**config.mk**
```make
export PLATFORM = sky130hd
export DESIGN_NAME = mcm_tap_accumulator
export DESIGN_NICKNAME = d
export VERILOG_FILES = /design/src/rtl/mcm_tap_accumulator.sv
export SDC_FILE = /design/constraint.sdc
export NUM_CORES = 1
export LEC_CHECK = 0
export BUFFER_PORTS_ARGS = -buffer_cell sky130_fd_sc_hd__buf_4
export CAP_MARGIN = 15
export CORE_ASPECT_RATIO = 0.7
export CORE_MARGIN = 5
export CORE_UTILIZATION = 35
export DETAILED_ROUTE_END_ITERATION = 6
export GPL_TIMING_DRIVEN = 0
export PLACE_DENSITY = 0.59
export SLEW_MARGIN = 20
export SYNTH_ARGS = -nofsm -noshare
export SYNTH_HDL_FRONTEND = slang
export SYNTH_SLANG_ARGS = --single-unit
```
**constraint.sdc**
```tcl
create_clock -name clk -period 6.84 [get_ports clk]
set_input_delay 0.342 -clock clk [delete_from_list [all_inputs] [get_ports clk]]
set_output_delay 0.342 -clock clk [all_outputs]
set_load 0.05 [all_outputs]
```
**src/rtl/mcm_tap_accumulator.sv**
```systemverilog
// Purpose : sums NUM_TAPS signed MCM products into one rounded, shifted, clipped 8-bit sample.
// Latency : the sample is registered and visible the cycle after its final tap is accepted.
// Backpr. : only the final tap stalls, and only when the output register is full and not draining.
//
// Ports:
//   clk, rst_n          clock (rising edge), asynchronous active-low reset
//   clr                 synchronous clear of the partial sum, tap and row counters
//   in_valid/in_ready   product handshake; in_ready is combinational
//   in_prod             signed 16-bit product for the current tap
//   out_valid/out_ready sample handshake (single-entry output register)
//   out_sample          unsigned clipped sample
//   out_last            sample is the last one of its prediction row
module mcm_tap_accumulator #(
  parameter int NUM_TAPS   = 4,
  parameter int SHIFT      = 6,
  parameter int ACC_W      = 20,
  parameter int BLOCK_SIZE = 16
) (
  input  logic        clk,
  input  logic        rst_n,
  input  logic        clr,
  input  logic        in_valid,
  output logic        in_ready,
  input  logic [15:0] in_prod,
  output logic        out_valid,
  input  logic        out_ready,
  output logic [7:0]  out_sample,
  output logic        out_last
);

  localparam int TW = (NUM_TAPS > 1) ? $clog2(NUM_TAPS) : 1;
  localparam int SW = (BLOCK_SIZE > 1) ? $clog2(BLOCK_SIZE) : 1;

  localparam logic [TW-1:0]    LAST_TAP  = TW'(NUM_TAPS - 1);
  localparam logic [SW-1:0]    LAST_SAMP = SW'(BLOCK_SIZE - 1);
  localparam logic [ACC_W-1:0] RND       = ACC_W'(1) << (SHIFT - 1);

  logic [ACC_W-1:0] r_acc;
  logic [TW-1:0]    r_tap_cnt;
  logic [SW-1:0]    r_samp_cnt;
  logic             r_out_valid;
  logic [7:0]       r_out_sample;
  logic             r_out_last;

  logic                    w_final;
  logic                    w_in_ready;
  logic                    w_accept;
  logic [ACC_W-1:0]        w_prod_ext;
  logic [ACC_W-1:0]        w_acc_nxt;
  logic [ACC_W-1:0]        w_sum;
  logic signed [ACC_W-1:0] w_res;
  logic [7:0]              w_clip;
  logic                    w_row_end;

  // ACCUM while tap_cnt < NUM_TAPS-1, FINAL on the last tap of a group.
  assign w_final = (r_tap_cnt == LAST_TAP);

  // The final tap needs a free (or draining) output slot; earlier taps never stall.
  assign w_in_ready = !clr && (!w_final || !r_out_valid || out_ready);
  assign w_accept   = in_valid && w_in_ready;

  // Accumulator arithmetic wraps modulo 2^ACC_W by construction.
  assign w_prod_ext = {{(ACC_W-16){in_prod[15]}}, in_prod};
  assign w_acc_nxt  = r_acc + w_prod_ext;
  assign w_sum      = w_acc_nxt + RND;
  assign w_res      = $signed(w_sum) >>> SHIFT;
  assign w_row_end  = (r_samp_cnt == LAST_SAMP);

  // Clip to [0,255]: negative -> 0, any bit above bit 7 set -> 255.
  always_comb begin
    w_clip = w_res[7:0];
    if (w_res[ACC_W-1]) begin
      w_clip = 8'd0;
    end else if (|w_res[ACC_W-2:8]) begin
      w_clip = 8'hFF;
    end
  end

  always_ff @(posedge clk or negedge rst_n) begin
    if (!rst_n) begin
      r_acc        <= '0;
      r_tap_cnt    <= '0;
      r_samp_cnt   <= '0;
      r_out_valid  <= 1'b0;
      r_out_sample <= 8'd0;
      r_out_last   <= 1'b0;
    end else begin
      // Drain first; a load in the same cycle below overrides the clear.
      if (r_out_valid && out_ready) begin
        r_out_valid <= 1'b0;
      end

      // clr never touches the output register, so a pending sample still completes.
      if (clr) begin
        r_acc      <= '0;
        r_tap_cnt  <= '0;
        r_samp_cnt <= '0;
      end else if (w_accept) begin
        if (w_final) begin
          r_out_valid  <= 1'b1;
          r_out_sample <= w_clip;
          r_out_last   <= w_row_end;
          r_acc        <= '0;
          r_tap_cnt    <= '0;
          r_samp_cnt   <= w_row_end ? '0 : r_samp_cnt + 1'b1;
        end else begin
          r_acc     <= w_acc_nxt;
          r_tap_cnt <= r_tap_cnt + 1'b1;
        end
      end
    end
  end

  assign in_ready   = w_in_ready;
  assign out_valid  = r_out_valid;
  assign out_sample = r_out_sample;
  assign out_last   = r_out_last;

endmodule
```
* After elaboration in Yosys (flattened, before gate mapping)
Cells that the tools add are included.
** Storage, ports and cells
- Register bits :: 36
- Input port bits :: 21
- Output and inout port bits :: 11
- Logic and storage cells :: 42
** Operators by class
- Add/subtract/negate cells :: 4
- Equality and inequality tests :: 2
- Multiplexer cells :: 16
- Bitwise operators :: 1
- Reductions and logical operators :: 13
** Operator list (number)
- 2-to-1 mux 20 bit :: 3
- adder 20 bit :: 1
- adder 20 x 6 -> 20 bit, second input constant :: 1
- 2-to-1 mux 4 bit :: 4
- 2-to-1 mux 8 bit :: 2
- 2-to-1 mux 2 bit :: 3
- OR reduction 6 bit :: 1
- adder 4 x 1 -> 4 bit, second input constant :: 1
- equality test 4 bit, second input constant :: 1
- 2-to-1 mux 1 bit :: 4
- nonzero test 2 bit :: 2
- logical AND 1 bit :: 3
- logical NOT 1 bit :: 3
- AND reduction 3 bit :: 1
- adder 2 x 1 -> 2 bit, second input constant :: 1
- equality test 2 bit, second input constant :: 1
- logical OR 1 bit :: 2
- AND reduction 2 bit :: 1
- NOT 1 bit :: 1

* Logic depth before layout (Yosys ltp)
- Depth in word-level cells :: 8
- Mapped depth :: 12
- Depth with buffers taken out :: 12

* Least setup slack after synthesis
No wires, ideal clock.
- Path kind :: reg-to-reg
- From :: register r_acc[0]
- To :: register r_out_sample[1], in the netlist out_sample[1]
- Library setup time :: 145 ps
- Arrival time :: 3350 ps
- Required time :: 6695 ps
- Slack :: 3345 ps
- Stages on the path, launching flop included :: 13
- Path buffers :: 0
- Clock period less this slack :: 3495 ps
- Cell sequence :: dfrtp_1 > ha_1 > fa_1 > a211oi_4 > o21ai_2 > xor2_1 > ha_1 > o311ai_1 > or4b_4 > nand2b_4 > o31a_1 > o221ai_4 > o311ai_1
** On the way
- Cells in the longest elaborated chain, start to end :: 5
** Ends and longest elaborated chain
- start: declaration :: RTL line 38 : logic [ACC_W-1:0] r_acc;
- start signal: assignment :: RTL line 107 : r_acc <= w_acc_nxt;
- adder 20 bit * :: RTL line 64 : assign w_acc_nxt = r_acc + w_prod_ext;
- adder 20 x 6 -> 20 bit * :: RTL line 65 : assign w_sum = w_acc_nxt + RND;
- OR reduction 6 bit :: RTL line 74 : end else if (|w_res[ACC_W-2:8]) begin
- 2-to-1 mux 8 bit :: RTL line 74
- 2-to-1 mux 8 bit * :: RTL line 72 : if (w_res[ACC_W-1]) begin
- end signal: assignment :: RTL line 101 : r_out_sample <= w_clip;
- end: declaration :: RTL line 42 : logic [7:0] r_out_sample;
Every way passes the cells marked *; elsewhere a longest branch is shown, timed or not.
A chain may end at the register's enable or synchronous reset.

* Worst setup path after layout
- From :: register r_acc[0]
- To :: register r_out_sample[6], in the netlist out_sample[6]
Same word-level chain as after synthesis.

==> out/metrics.csv <==
stage,metric,value,unit
power_and_ir_drop,ir_worst_vdd,102,uV
grt,grt_pass1_vias,2659,
final_layout,drive_gt1_share,19.3,%
timing,finalMaxSlewViolations,0,
route,ant_nets,0,
timing,max_freq,251,MHz
logic_synthesis,post_synth_num_cell_types,68,
clock_network,cts_buffers,5,
logic_synthesis,synth_cells,324,
logic_synthesis,synthTopCellsByCount,"43 x nand2_1, 36 x dfrtp_1, 22 x ha_1",
final_layout,multi_input_area,0.00198,mm2
die,die_h,87.1,um
timing,rsz0062_at_grt,false,
route,dr.pass1.iters,4,
placed_design,place_congestion,0.908,
placed_design,dpl.hpwl,6200,um
run,cap_violations,0,
final_layout,fin_nets,406,
logic_synthesis,synth-edff-count,0,
timing,setup_viol,0,
worst_setup_path,crit_type,flop to flop,
clock_network,path_clk_slew,60,ps
logic_synthesis,synthTopCellsByArea,"dfrtp_1 30%, ha_1 9.3%, nand2_1 5.4%",
timing,period_needed,3980,ps
route,drtIter0Drc,221,
route,drc,0,
route,finalWirelength,7860,um
grt,antenna_found_initial,0,
logic_synthesis,syn-cell-area,0.00297,mm2
timing,layout_setup_ws,2860,ps
grt,gr-total-overflow,0,
worst_setup_path,cp-end-kind,flop,
logic_synthesis,synth.most_common_cell,nand2_1,
final_layout,regArea,901,um2
worst_setup_path,crit_fanout,8,
logic_synthesis,synthArstFlopShare,100,%
worst_setup_path,cp.required,6980,ps
run_status,outcome,finished clean,
logic_synthesis,synth_fp_nets,368,
timing,finalClockSkew,5.23,ps
timing,period_share,58.3,%
route,wl_per_cell,16.8,um
timing,hold_violations,0,
die,die-area,0.0105,mm2
final_layout,nFillCells,823,
worst_setup_path,cp-start-kind,flop,
power_and_ir_drop,p_leak,1.57,nW
die,ios,32,
worst_setup_path,timing.critical_path.arrival,4120,ps
hold_path,hp-class,input port to asynchronous set/reset pin,
die,initial_core_util,35.5,%
timing,final.setup.tns,0,ps
grt,grt_pass1_wl,13300,um
logic_synthesis,yosys_register_bits,36,
logic_synthesis,yosys.area.top_type,dfrtp_1,
logic_synthesis,yosys_warnings,0,
route,via_per_inst,5.74,
placed_design,numPortBuffers,31,
logic_synthesis,avgSynthCellArea,9.18,um2
grt,grtUsageTotal,15.9,%
clock_network,htreeDepth,2,
die,core_area,0.00837,mm2
logic_synthesis,synth_flop_cell,dfrtp_1,
clock_network,cts_tree,built,
clock_network,cts_buffer_depth,2,
grt,grt_max_degree,37,
final_layout,area_growth,17.2,%
timing,relSlewSlack,57.9,%
final_layout,utilization,41.6,%
clock_network,cts_sinks,36,
clock_network,post_cts_resize_count,0,
route,vias,2686,
logic_synthesis,synth_top_area_share,30.3,%
die,die_w,120,um
final_layout,diodes,0,
timing,tightest_slew,627,ps
die,std_cell_rows,28,
clock_network,root_buffer,clkbuf_16,
power_and_ir_drop,power.density,338,mW/mm2
clock_network,worstSkewPairLatency,280,ps
clock_network,post_cts_buffers,0,
clock_network,postCtsHoldBufs,0,
logic_synthesis,seq_area_frac_synth,30.3,%
placed_design,place_ws,2830,ps
==> final cells by class <==
class,count,share of cell area [%]
multi-input combinational,270,56.9
sequential,36,25.9
timing repair buffer,31,6.68
clock buffer,8,4.20
tap,105,3.77
buffer,12,1.90
inverter,6,0.647
==> sequential cells by signal (all words and copies together), names as in the netlist <==
name	cells
r_tap_cnt	2
out_sample	8
out_last	1
out_valid	1
r_samp_cnt	4
r_acc	20
==> cells in the final DEF, fill, tap and decap left out, types with 4 or more instances in the layout <==
master / count
inv_1: 6
o21a_1: 5
nand3b_1: 4
nand2_1: 43
nor3_1: 9
nand3_1: 6
o21ai_0: 20
clkbuf_16: 5
a211oi_1: 5
nand4_1: 5
clkbuf_1: 8
buf_4: 34
xor2_1: 8
ha_1: 22
a21o_1: 6
xnor2_1: 12
o21ai_1: 4
nand2b_1: 4
nor2_1: 13
dfrtp_1: 36
a22o_1: 12
a21oi_1: 21
o311ai_1: 8
==> worst paths after layout <==
| path | from | endpoint | slack (ps) | cells after the start |
|---|---|---|---|---|
| worst max register to register | r_acc[0] | out_sample[6] | 2860 | 12 |
| worst min-delay path | rst_n | r_acc[18] | 20 | 1 |
| worst max-delay path | r_acc[0] | out_sample[6] | 2860 | 12 |
| max in group asynchronous | rst_n | out_last | 6450 | 1 |
| worst min register to register | out_last | out_last | 480 | 2 |
| min in group clk | out_ready | out_valid | 340 | 3 |
==> metal layers <==
metal	up-vias	wire (um)	global-route usage, %
met4	0	72	3.22
li1	1316	-	-
met1	1294	3850	23.4
met5	-	0	0
met2	67	3330	23.5
met3	9	607	3.90
==> power breakdown <==
group / internal [mW] / switching (mW) / leakage, nW
Sequential: 0.259 / 0.0306 / 0.480
Combinational: 0.241 / 0.413 / 1.01
Clock: 0.145 / 0.0874 / 0.0712
Total: 0.646 / 0.531 / 1.57
==> per-stage QoR <==
stage / power (mW) / hold WS, ps / cell area (um2) / std cells
after detailed placement: 0.942 / 349 / 3340 / 460
after global placement: 0.932 / 335 / 3340 / 460
after global routing: 1.26 / 58.7 / 3480 / 468
after floorplan: 0.779 / 46.4 / 2970 / 324
final: 1.18 / 17.8 / 3480 / 468
after CTS: 1.18 / 51.5 / 3480 / 468
==> critical path: stages (launching register included) <==
cell      delay [ps]
dfrtp_1          380
ha_1             230
fa_1             480
a211oi_4         300
o21ai_2          140
xor2_1           320
ha_1             220
o311ai_1         140
or4b_4           560
o41ai_1          410
a21oi_1          170
o221ai_4         330
o311ai_1         160
==> kinds of logic (layout without fill, tap and decap cells) <==
logic type	after synthesis	in the layout	synth area share, %
compound gates	121	121	31.3
simple gates	104	104	18.5
flops	36	36	30.3
fa+ha+maj	23	23	9.93
xor+xnor	22	22	6.99
buf+inv	18	57	2.99
Note: power is estimated with default switching activity, not from simulation.
